===== src/rtl/piso_serializer.sv =====
// rtl/piso_serializer.sv - parallel-in/serial-out shifter with valid/ready load; PISO_PARITY_EN appends even parity
module piso_serializer #(
    parameter int unsigned WIDTH      = 8,
    parameter bit          MSB_FIRST  = 1'b1,
    parameter logic        IDLE_LEVEL = 1'b0
) (
    input  logic             clk,
    input  logic             rst,
    input  logic             load_valid,
    output logic             load_ready,
    input  logic [WIDTH-1:0] parallel_in,
    output logic             serial_out,
    output logic             serial_valid,
    output logic             busy,
    output logic             done
);

`ifdef PISO_PARITY_EN
    localparam int unsigned LAST_CNT = WIDTH;
`else
    localparam int unsigned LAST_CNT = WIDTH - 1;
`endif
    localparam int unsigned CNT_W = $clog2(LAST_CNT + 1);
    localparam logic [CNT_W-1:0] CNT_LOAD = CNT_W'(LAST_CNT);

    typedef enum logic {
        S_IDLE,
        S_SHIFT
    } state_t;

    state_t           state;
    logic [WIDTH-1:0] sr;
    logic [WIDTH-1:0] sr_shifted;
    logic [CNT_W-1:0] cnt;
    logic             last_cyc;
    logic             handshake;
    logic             sr_bit;
    logic             data_bit;

    assign last_cyc   = (cnt == '0);
    assign load_ready = (state == S_IDLE) || last_cyc;
    assign handshake  = load_valid && load_ready;

    assign sr_shifted = MSB_FIRST ? {sr[WIDTH-2:0], 1'b0} : {1'b0, sr[WIDTH-1:1]};
    assign sr_bit     = MSB_FIRST ? sr[WIDTH-1] : sr[0];

    // Handshake is only possible in IDLE or on the last bit, so it takes priority over shifting.
    always_ff @(posedge clk or posedge rst) begin
        if (rst) begin
            state <= S_IDLE;
            sr    <= '0;
            cnt   <= '0;
        end else if (handshake) begin
            state <= S_SHIFT;
            sr    <= parallel_in;
            cnt   <= CNT_LOAD;
        end else if (state == S_SHIFT) begin
            if (!last_cyc) begin
                sr  <= sr_shifted;
                cnt <= cnt - CNT_W'(1);
            end else begin
                state <= S_IDLE;
            end
        end
    end

`ifdef PISO_PARITY_EN
    logic par_bit;

    always_ff @(posedge clk or posedge rst) begin
        if (rst) begin
            par_bit <= 1'b0;
        end else if (handshake) begin
            par_bit <= ^parallel_in;
        end
    end

    // Counter value 0 marks the appended parity cycle.
    assign data_bit = last_cyc ? par_bit : sr_bit;
`else
    assign data_bit = sr_bit;
`endif

    assign busy         = (state == S_SHIFT);
    assign serial_valid = busy;
    assign done         = busy && last_cyc;
    assign serial_out   = busy ? data_bit : IDLE_LEVEL;

endmodule


===== config.mk =====
export PLATFORM = sky130hd
export DESIGN_NAME = piso_serializer
export DESIGN_NICKNAME = d
export VERILOG_FILES = /design/src/rtl/piso_serializer.sv
export SDC_FILE = /design/constraint.sdc
export NUM_CORES = 1
export LEC_CHECK = 0
export BUFFER_PORTS_ARGS = -buffer_cell sky130_fd_sc_hd__buf_2
export CORE_UTILIZATION = 50
export DETAILED_ROUTE_END_ITERATION = 8
export GPL_TIMING_DRIVEN = 1
export PLACE_DENSITY = 0.79
export SLEW_MARGIN = 20
export SYNTH_ARGS = -nofsm -noshare
export SYNTH_HDL_FRONTEND = slang
export SYNTH_SLANG_ARGS = --single-unit

===== constraint.sdc =====
create_clock -name clk -period 1.8 [get_ports clk]
set_input_delay 0.09 -clock clk [delete_from_list [all_inputs] [get_ports clk]]
set_output_delay 0.09 -clock clk [all_outputs]
set_load 0.01 [all_outputs]

; Yosys cells after proc, flatten, opt, wreduce, memory -nomap -nowiden
; Cells that the tools add are included.
[totals]
reg_bits = 12
latchBits = 0
mem_bits_rw = 0
mem_bits_ro = 0
word_cells = 22
memories = 0
[op_classes]
addsub = 1
multipliers = 0
div_mod_pow = 0
magnitude_cmp = 0
eq_ne = 1
shift = 0
muxes = 10
bitwise = 1
reduce_logical = 6
[ops]
columns = op, count
row1 = 8-bit 2-to-1 mux, 3
row2 = 3-bit 2-to-1 mux, 3
row3 = 1-bit 2-to-1 mux, 4
row4 = 3-bit logical NOT, 1
row5 = 3-bit by 1-bit subtractor with 3-bit output (second input constant), 1
row6 = 1-bit logical AND, 2
row7 = 2-bit by 1-bit != test with 1-bit output (second input constant), 1
row8 = 2-bit AND reduction, 1
row9 = 2-bit nonzero test, 1
row10 = 1-bit logical OR, 1
row11 = 1-bit NOT, 1

; Logic depth before layout (Yosys ltp)
; Gate-level depths: netlist of the first run.
[depth]
depth_word = 5
mapped_depth = 6

; Least setup slack after synthesis of the first run
; OpenSTA, ideal clock, no wires.
[synth_timing]
kind = reg-to-reg
start = register cnt[0]
end = register sr[1]
setup_ps = 125
arrival_ps = 1242
slack_ps = 433
stages_incl_launch_ff = 7
path_buffers = 1
path_cell_list = dfrtp_1 > inv_1 > ha_1 > nand2b_2 > nand2_2 > buf_6 > mux2_4
[synth_between]
elab_chain_len = 5
elab_cells_between_ends = 7
classes_between = eq/ne: 1 / mux: 1 / reduce/logical: 5
[synth_rtl]
columns = item, line_no
row1 = from (decl), 34  ; logic [CNT_W-1:0] cnt;
row2 = from (signal assigned), 60  ; cnt <= cnt - CNT_W'(1);
row3 = 3-bit logical NOT *, 40  ; assign last_cyc = (cnt == '0);
row4 = 1-bit logical OR *, 41  ; assign load_ready = (state == S_IDLE) || last_cyc;
row5 = named net load_ready, 10  ; output logic load_ready,
row6 = 1-bit logical AND *, 42  ; assign handshake = load_valid && load_ready;
row7 = 2-bit by 1-bit != test with 1-bit output (no line) / 2-bit nonzero test (equally long branches), --
row8 = 2-bit AND reduction (no line), --
row9 = to (signal assigned), 55  ; sr <= parallel_in;
row10 = to (signal assigned), 59  ; sr <= sr_shifted;
row11 = to (decl), 32  ; logic [WIDTH-1:0] sr;
; Mark *: on every way through the listed nets, which the timed path passes. The rest lies on a longest branch.
; A chain may end at the register's enable or synchronous reset.

; Worst setup path after layout of the first run
[layout_timing]
start = register cnt[0]
end = output port load_ready
[layout_between]
elab_chain_len = 2
[layout_rtl]
columns = item, line_no
row1 = 3-bit logical NOT, 40
row2 = 1-bit logical OR, 41
row3 = to (decl), 10
; No other way between the ends.

==> summary.log, run 1 <==
[drt] drt pass-1 iters 3
[pwr] total leakage power 0.4000 nW
[drt] via/cell ratio 5.159
[pwr] pwr/cell area 1443 nW/µm²
[drt] number of design rule violations left after detail routing 0
[floorplan] die outline area 1457 µm²
[timing] unrepaired setup endpoints after global routing false
[placement] number of I/O port buffers 15
[drt] total number of vias 423
[synth] mean instance size in the synthesized netlist 12.83 µm²
[pwr] worst-case vdd ir drop 600.6 µV
[timing] worst setup skew after layout 0.001347 ns
[synth] number of synthesized register bits 12
[layout] final core occ 66.02%
[timing] Max Slew Vio Count 0
[drt] DR top layer met4
[drt] Initial DRC Count 2
[layout] number of nets at the end of the flow 82
[drt] met2 WL post-DR 479 µm
[setup_path] Worst EP arrival 1.50 ns
[global_routing] largest net degree at the start of global routing 13
[clock_network] post-CTS clock slew at the launch and capture registers of the worst setup and hold paths 0.08 ns
[setup_path] combined buffer and inverter count along the critical path 2
[synth] sequential fraction of the synthesis area 45.89%
[clock_network] number of levels in the clock H-tree 1
[synth] cell type with the highest aggregate area in the netlist dfrtp_1
[global_routing] wire length of the first global-routing pass 1.835 mm
[clock_network] total number of clock tree sinks 12
[synth] cells after synthesis 51
[timing] Final Hold Violating Endpoints 0
[drt] total wirelength of the detailed-routed design 1.079 mm
[setup_path] slowest library cell on the worst path dfrtp_1
[floorplan] total core area 1156 µm²
[clock_network] buffer cell driving the clock tree root clkbuf_4
[floorplan] die span in x 38.18 µm
[placement] DP Area 716.9 µm²
[setup_path] kind of cell adding the most delay to the critical path flip-flops
[layout] area added between synthesis and finish 16.63%
[layout] # diodes 0
[floorplan] DIE HEIGHT 38.18 µm
[setup_path] maximum cell stage delay along the critical path 0.39 ns
[run_status] status completed
[global_routing] overflow left after global routing 0
[timing] Fmax 0.6296 GHz
[pwr] Design Power 1.102 mW
[timing] post-layout minimum cycle time 1.588 ns
[setup_path] required time of the critical path 1.71 ns
[setup_path] type of the worst setup path reg2out
[global_routing] number of global-route vias before repair 401
[floorplan] row count 12
[layout] final standard cell area without fillers 763.2 µm²
[timing] worst slew pin tran 0.4500 ns
[timing] Hold WS 0.1035 ns
[clock_network] Num CTS Buffers 3
[layout] commonest non-fill, non-tap cells in the layout buf_2, dfrtp_1, mux2_4
[placement] gpl congestion 0.6876
[clock_network] Max clock buf depth 2
[timing] share of the cycle needed by the critical path after routing 88.24%
[setup_path] Crit. End Element output pin
[timing] count of final setup violators 0
[timing] relative slew slack 69.97%
[placement] detailed placement HPWL 763.7 µm
[drt] routed length per instance 13.16 µm
[synth] most area-consuming cells after synthesis dfrtp_1, mux2_4, mux2_1
[global_routing] total track usage 19.83%
[run] MaxCap Viol Count 0
[drt] met1 layer wirelength in the final routing 497 µm
[synth] Synth Cell Area 654.4 µm²
[setup_path] biggest fanout along the worst timing path 11
[floorplan] Initial Utilization 56.60%
[timing] Total Negative Setup Slacks 0 ns
[setup_path] worst path cell trace inv_1 > ha_1 > nand2b_2 > nand2_2 > buf_2
[synth] Mapped Nets 64
[synth] Syn. warnings 0
[clock_network] Worst-Skew Late Latency 0.27 ns
[setup_path] sort of element at the start of the critical path register
[synth] proportion of netlist area held by the largest area contributor 45.89%
[clock_network] buffers inserted by post-CTS timing repair 0
[worst_hold_path] Hold WC Path Type in2reg
[layout] most common library cell in the layout ignoring fill and taps buf_2
[layout] fraction of layout instances using a drive strength above 1 45.59%
[drt] length of routed met3 wiring 66 µm
[floorplan] top-level port count 16
[clock_network] clock tree from TritonCTS built
[drt] Detail Route Antenna Nets 0
[global_routing] number of antenna violations at the first check in global routing 0
[synth] count of cell types in the netlist 18
-- timing repair --
action | CTS | global route
hold endpoints to repair | 12 | 0
endpoints found under the setup margin | 0 | 0
resized for setup | 0 | 0
hold buffers | 1 | 0
-- cells in the mapped netlist --
library cell and count:
dfrtp_1 12, mux2_4 7, inv_1 4, mux2_1 4, nor2_1 4, mux2_2 3, mux2i_1 3, a21oi_1 2
buf_6 2, ha_1 2, and2_1 1, buf_4 1, nand2_2 1, nand2b_1 1, nand2b_2 1, nor3_1 1
o21a_1 1, o21ai_0 1
-- metal layers --
layer / up-vias / global-route usage [%]
li1: 205 / -
met1: 199 / 24.43
met2: 15 / 29.66
met3: 4 / 5.814
met4: 0 / 13.39
met5: - / 0
-- worst paths after layout --
check                                        start            endpoint  slack, ns  cells after the start
min in group asynchronous                      rst   sr[2]$_DFFE_PP0P_       0.36                      3
worst min-delay path                parallel_in[0]   sr[0]$_DFFE_PP0P_       0.10                      3
max in group asynchronous                      rst   sr[4]$_DFFE_PP0P_       1.13                      3
worst min register to register  cnt[0]$_DFFE_PP0P_  cnt[0]$_DFFE_PP0P_       0.48                      1
worst max-delay path            cnt[0]$_DFFE_PP0P_          load_ready       0.21                      5
worst max register to register  cnt[0]$_DFFE_PP0P_   sr[6]$_DFFE_PP0P_       0.29                      5
-- state kept, by name, summed over array words and instances (netlist names) --
register  cells
busy          1
cnt           3
sr            8
-- logic make-up (layout without fill, tap and decap cells) --
logic type | Yosys count | after routing | synth area share (%)
simple gates | 9 | 9 | 7.266
mux | 17 | 17 | 32.70
flops | 12 | 12 | 45.89
fa+ha+maj | 2 | 2 | 3.823
buf+inv | 7 | 24 | 6.883
compound gates | 4 | 4 | 3.441
-- through the flow --
stage / worst slack (ns) / instances
after global placement: 0.3255 / 77
final: 0.2117 / 82
after floorplan: 0.4334 / 51
after detailed placement: 0.2835 / 77
after CTS: 0.1809 / 82
after global routing: 0.1028 / 82
-- power breakdown --
part | switching (mW) | leakage (nW) | internal, mW
registers | 0.0612 | 0.150 | 0.372
clock network | 0.0927 | 0.0210 | 0.123
logic | 0.196 | 0.229 | 0.258
-- worst min-delay path: stages --
cell and delay [ns]:
buf_2 0.08, mux2i_1 0.06, a21oi_1 0.11
-- final cells by class --
class | count | area (µm²)
tap | 14 | 17.52
fill | 96 | 392.9
inverter | 4 | 15.01
timing repair buffer | 16 | 85.08
sequential | 12 | 300.3
clock buffer | 4 | 36.28
multi-input combinational | 32 | 309.0
Note: power is estimated with default switching activity, not from simulation.
==> run 2, diff against run 1 <==
- CORE_ASPECT_RATIO: unset -> 0.8
- CORE_MARGIN: unset -> 3
- CORE_UTILIZATION: 50 -> 30
- PLACE_DENSITY: 0.79 -> 0.54
- SLEW_MARGIN: 20 -> 0
==> run 2 against run 1 <==
Net effect:
- clock skew decreased by 0.00088 ns
- critical endpoint unchanged
- non-clock buffer count unchanged
- hold slack improved by 0.027 ns
- sequential share of layout area increased by 0.065 points
- total power decreased by 6.5%
- cell area decreased by 0.16%
- cell count increased by 11%
==> summary.log, run 2 (synthesis results as in run 1) <==
[timing] Fmax 0.6323 GHz
[timing] count of final setup violators 0
[clock_network] Num CTS Buffers 3
[worst_hold_path] number of cells on the worst hold path 3
[setup_path] logic depth of the worst register-to-register path 5
[floorplan] Initial Utilization 33.06%
[clock_network] number of levels in the clock H-tree 1
[clock_network] buffer cell driving the clock tree root clkbuf_4
[placement] DP Cell Count 87
[layout] commonest non-fill, non-tap cells in the layout buf_2, dfrtp_1, mux2_4
[timing] post-layout minimum cycle time 1.581 ns
[layout] flip-flop count of the largest register after layout 8
[layout] non-filler instance count after layout 91
[setup_path] reg-to-reg critical path endpoint sr[6]$_DFFE_PP0P_
[placement] gpl congestion 0.6480
[global_routing] largest net degree at the start of global routing 13
[clock_network] clock tree from TritonCTS built
[layout] final standard cell area without fillers 762.0 µm²
[run_status] status completed
[setup_path] type of the worst setup path reg2out
[placement] detailed placement HPWL 766.9 µm
[setup_path] sort of element at the start of the critical path register
[global_routing] number of global-route vias before repair 383
[timing] Total Negative Setup Slacks 0 ns
[timing] Final Hold Violating Endpoints 0
[global_routing] total track usage 9.134%
[timing] Max Slew Vio Count 0
[setup_path] reg-to-reg startpoint cnt[0]$_DFFE_PP0P_
[clock_network] number of gates given a new drive strength after cts 0
[layout] fraction of layout instances using a drive strength above 1 44.78%
[drt] total wirelength of the detailed-routed design 1.011 mm
[worst_hold_path] Hold WC Path Type in2reg
[worst_hold_path] beginning of the worst hold path parallel_in[0]
[timing] share of the cycle needed by the critical path after routing 87.86%
[timing] worst slew pin tran 0.4599 ns
[floorplan] total core area 1979 µm²
[timing] worst setup skew after layout 0.0004697 ns
[global_routing] overflow left after global routing 0
[timing] unrepaired setup endpoints after global routing false
[pwr] total leakage power 0.3928 nW
[clock_network] Worst-Skew Late Latency 0.26 ns
[clock_network] total number of clock tree sinks 12
[layout] number of nets at the end of the flow 82
[pwr] Design Power 1.030 mW
[setup_path] Crit. End Element output pin
[drt] routed length per instance 11.11 µm
[layout] # diodes 0
[floorplan] die outline area 2781 µm²
[layout] top register by number of flip-flops sr
[placement] Setup WS pre-CTS 0.2748 ns
[drt] Initial DRC Count 9
[clock_network] Max clock buf depth 2
[drt] drt pass-1 iters 4
[drt] Detail Route Antenna Nets 0
[setup_path] Worst EP arrival 1.49 ns
[setup_path] reg-to-reg setup timing slack 0.29 ns
[drt] via/cell ratio 4.440
[floorplan] top-level port count 16
[global_routing] wire length of the first global-routing pass 1.780 mm
[floorplan] DIE HEIGHT 47.78 µm
[setup_path] required time of the critical path 1.71 ns
[floorplan] die span in x 58.22 µm
[setup_path] biggest fanout along the worst timing path 11
[timing] setup ws final 0.2185 ns
[placement] DP Area 729.5 µm²
[run] MaxCap Viol Count 0
[pwr] worst-case vdd ir drop 658.9 µV
[clock_network] post-CTS clock slew at the launch and capture registers of the worst setup and hold paths 0.07 ns
[layout] most common library cell in the layout ignoring fill and taps buf_2
[pwr] pwr/cell area 1351 nW/µm²
[worst_hold_path] worst hold path endpoint sr[0]$_DFFE_PP0P_
[drt] number of design rule violations left after detail routing 0
[timing] relative slew slack 69.31%
[drt] total number of vias 404
[floorplan] row count 14
[placement] number of I/O port buffers 15
[global_routing] number of antenna violations at the first check in global routing 0
[layout] area added between synthesis and finish 16.44%
## run 2: cell types whose count changed in the layout (fill, tap and decap cells not counted)
cell / change
clkbuf_8: -1
## run 2: worst max-delay path, stage by stage (launching register included)
cell and delay [ns]:
dfrtp_1 0.39, inv_1 0.08, ha_1 0.19, nand2b_2 0.09, nand2_2 0.27, buf_2 0.20
## run 2: through the flow
stage          hold slack (ns)  util, %
5_1_grt                 0.1610    38.50
2_1_floorplan         -0.04530        -
4_1_cts                 0.1317    38.50
3_3_place_gp            0.1238    36.85
6_report                0.1307    38.50
3_5_place_dp            0.1273    36.85
## run 2: repair_timing
action	CTS	global route
hold buffers	1	0
buffers inserted	0	0
endpoints found under the hold margin	12	0
## run 2: layout make-up
| type | count | area, µm² |
|---|---|---|
| fill | 205 | 1217 |
| multi-input combinational | 32 | 309.0 |
| sequential | 12 | 300.3 |
| timing repair buffer | 16 | 85.08 |
| tap | 24 | 30.03 |
| clock buffer | 3 | 22.52 |
| inverter | 4 | 15.01 |
## run 2: worst max path at each step
stage	start	endpoint	slack, ns
2_1_floorplan	cnt[0]$_DFFE_PP0P_	sr[1]$_DFFE_PP0P_	0.43
3_3_place_gp	cnt[0]$_DFFE_PP0P_	sr[6]$_DFFE_PP0P_	0.31
3_5_place_dp	cnt[0]$_DFFE_PP0P_	sr[6]$_DFFE_PP0P_	0.27
4_1_cts	cnt[0]$_DFFE_PP0P_	load_ready	0.18
5_1_grt	cnt[0]$_DFFE_PP0P_	load_ready	0.10
6_report	cnt[0]$_DFFE_PP0P_	load_ready	0.22
## run 2: metal layers
layer  vias to the layer above  GRT usage, %  share of wire [%]
met5                         -             0                  0
met4                         0         4.167                1.3
met3                         2         5.121                8.8
met2                        14         12.39                 35
met1                       183         11.80                 54
li1                        205             -                  -
## run 2: power breakdown
part	internal [mW]	switching, mW
clock network	0.0773	0.0791
registers	0.372	0.0570
logic	0.256	0.188
total	0.705	0.325
==> run 3, diff against run 2 <==
- ABC_AREA: unset -> 1
- clock period: 1.8 -> 1.9 ns (I/O delays scaled with it)
==> run 3 against run 2 <==
Net effect:
- first-iteration DRC count is 78% higher
- sequential cell count unchanged
- die area shrank 3.4%
- sequential share of layout area rose by 1.3 points
- critical path depth did not move
- largest cell class is now sequential cells
- critical path type unchanged
- register-to-register slack gained 0.24 ns
- synthesized cell count grew 47%
- clock power is 28% higher
- worst setup slack improved by 0.20 ns
- total power increased by 4.7%
- highest routed layer is now met3
==> summary.log, run 3 <==
[timing] worst setup skew after layout 0.001631 ns
[setup_path] logic depth of the worst register-to-register path 7
[setup_path] Worst EP arrival 1.38 ns
[layout] commonest non-fill, non-tap cells in the layout nand3_1, nand2_1, buf_2, dfrtp_1, inv_1
[drt] via/cell ratio 4.702
[synth] Post-synth EDFFs 0
[run_status] status completed
[setup_path] type of the worst setup path reg2out
[synth] most area-consuming cells after synthesis dfrtp_1, nand3_1, nand2_1
[timing] Total Negative Setup Slacks 0 ns
[layout] non-filler instance count after layout 114
[layout] number of nets at the end of the flow 104
[drt] Detail Route Antenna Nets 0
[setup_path] Crit. End Element output pin
[clock_network] total number of clock tree sinks 12
[synth] most frequent cell after synthesis nand3_1
[timing] count of final setup violators 0
[layout] fraction of layout instances using a drive strength above 1 30.00%
[layout] Sequential cell area 300.3 µm²
[drt] routed length per instance 10.60 µm
[timing] Fmax 0.6761 GHz
[drt] total wirelength of the detailed-routed design 1.208 mm
[setup_path] reg-to-reg startpoint cnt[0]$_DFFE_PP0P_
[layout] area taken by multi-input logic gates 252.7 µm²
[global_routing] overflow left after global routing 0
[timing] post-layout minimum cycle time 1.479 ns
[clock_network] buffer cell driving the clock tree root clkbuf_4
[timing] Final Hold Violating Endpoints 0
[run] MaxCap Viol Count 0
[placement] gpl congestion 0.6971
[pwr] pwr/cell area 1461 nW/µm²
[clock_network] buffers inserted by post-CTS timing repair 0
[layout] flip-flop count of the largest register after layout 8
[placement] number of I/O port buffers 15
[synth] number of synthesized register bits 12
[setup_path] biggest fanout along the worst timing path 21
[synth] proportion of netlist area held by the largest area contributor 47.71%
[layout] area added between synthesis and finish 17.30%
[floorplan] die span in x 57.21 µm
[synth] ys async rst share 100.0%
[clock_network] Worst-Skew Late Latency 0.27 ns
[synth] Post-synth top cells nand3_1, nand2_1, dfrtp_1, inv_1
[pwr] worst-case vdd ir drop 604.9 µV
[layout] top register by number of flip-flops sr
[clock_network] Num CTS Buffers 3
[drt] Initial DRC Count 16
[global_routing] number of global-route vias before repair 508
[floorplan] row count 14
[floorplan] total core area 1927 µm²
[floorplan] Initial Utilization 32.66%
[timing] relative slew slack 69.38%
[worst_hold_path] Hold WC Path Type in2reg
[setup_path] combined buffer and inverter count along the critical path 2
[worst_hold_path] number of cells on the worst hold path 3
[placement] DP Cell Count 109
[floorplan] DIE HEIGHT 46.97 µm
[timing] unrepaired setup endpoints after global routing false
[layout] # diodes 0
[synth] cell type with the highest aggregate area in the netlist dfrtp_1
[worst_hold_path] worst hold path endpoint sr[0]$_DFFE_PP0P_
[placement] Setup WS pre-CTS 0.5186 ns
[global_routing] largest net degree at the start of global routing 22
[synth] count of cell types in the netlist 13
[timing] Max Slew Vio Count 0
[clock_network] post-CTS clock slew at the launch and capture registers of the worst setup and hold paths 0.08 ns
[synth] sequential fraction of the synthesis area 47.71%
[synth] Synth Cell Area 629.4 µm²
[synth] Mapped Nets 88
[setup_path] slowest library cell on the worst path dfrtp_1
[clock_network] clock tree from TritonCTS built
[layout] most common library cell in the layout ignoring fill and taps nand3_1
[setup_path] kind of cell adding the most delay to the critical path flip-flops
[layout] final standard cell area without fillers 738.2 µm²
[drt] number of design rule violations left after detail routing 0
[synth] Syn. warnings 0
[placement] detailed placement HPWL 901.8 µm
[setup_path] sort of element at the start of the critical path register
[clock_network] number of levels in the clock H-tree 1
[worst_hold_path] beginning of the worst hold path parallel_in[0]
[global_routing] total track usage 10.44%
[setup_path] reg-to-reg setup timing slack 0.53 ns
[layout] filler instances 214
[drt] total number of vias 536
[setup_path] maximum cell stage delay along the critical path 0.37 ns
[floorplan] top-level port count 16
[synth] cells after synthesis 75
[synth] Top FF cell, synth dfrtp_1
[placement] DP Area 691.9 µm²
[setup_path] required time of the critical path 1.80 ns
[setup_path] reg-to-reg critical path endpoint sr[2]$_DFFE_PP0P_
[global_routing] number of antenna violations at the first check in global routing 0
[layout] final core occ 38.31%
[global_routing] wire length of the first global-routing pass 2.132 mm
[synth] mean instance size in the synthesized netlist 8.391 µm²
[drt] drt pass-1 iters 4
[timing] setup ws final 0.4210 ns
[timing] share of the cycle needed by the critical path after routing 77.84%
[pwr] total leakage power 0.4083 nW
[setup_path] worst path cell trace inv_1 > ha_1 > nand2_2 > nand2_4 > buf_2
[timing] worst slew pin tran 0.4587 ns
[floorplan] die outline area 2687 µm²
[clock_network] Max clock buf depth 2
-- run 3: cell count changes after synthesis, moves of 3 or more --
cell     change
inv_2        +3
mux2_1       -4
mux2_2       -3
mux2_4       -7
mux2i_1      -3
nand2_1     +16
nand3_1     +25
nor2_1       -3
-- run 3: worst max-delay path by stage --
stage	from	end	cells after the start
after floorplan	cnt[0]$_DFFE_PP0P_	cnt[0]$_DFFE_PP0P_	8
after global placement	cnt[0]$_DFFE_PP0P_	sr[2]$_DFFE_PP0P_	7
after detailed placement	cnt[0]$_DFFE_PP0P_	sr[3]$_DFFE_PP0P_	7
after CTS	cnt[0]$_DFFE_PP0P_	load_ready	5
after global routing	cnt[0]$_DFFE_PP0P_	load_ready	5
final	cnt[0]$_DFFE_PP0P_	load_ready	5
-- run 3: per-stage QoR --
stage	hold slack [ns]	total power, mW
after CTS	0.04976	1.096
after global routing	0.06237	1.186
after detailed placement	0.1374	0.8869
after global placement	0.1370	0.8836
after floorplan	-0.04030	0.8371
final	0.05649	1.078
-- run 3: kinds of logic after synthesis --
family | count (synthesis) | synth area share [%]
and+or+nand+nor | 46 | 34.79
DFF | 12 | 47.71
adders and majority gates | 2 | 3.976
AOI/OAI and AO/OA | 1 | 1.392
buffers and inverters | 14 | 12.13
-- run 3: repair_timing --
item / CTS / global route
hold endpoints to repair: 12 / 0
resized for setup: 0 / 0
hold buffers: 1 / 0
-- run 3: area by class of cell --
type | count | area share (%)
sequential | 12 | 40.68
tap | 24 | 4.068
timing repair buffer | 16 | 11.53
multi-input combinational | 49 | 34.24
clock buffer | 4 | 4.915
inverter | 9 | 4.576
-- run 3: per-layer routing --
metal  up-vias  GRT usage (%)  wire, µm
li1        270              -         -
met1       242          13.48       560
met2        24          16.86       540
met3         0          5.495       107
met4         0              0         0
met5         -              0         0
-- run 3: tightest hold or removal path: stages --
cell and delay [ns]:
buf_2 0.07, nand3_1 0.06, nand2_1 0.06
-- run 3: power breakdown --
group | internal, mW | switching, mW | leakage [nW]
combinational | 0.167 | 0.305 | 0.237
sequential | 0.355 | 0.0523 | 0.150
clock | 0.116 | 0.0833 | 0.0210
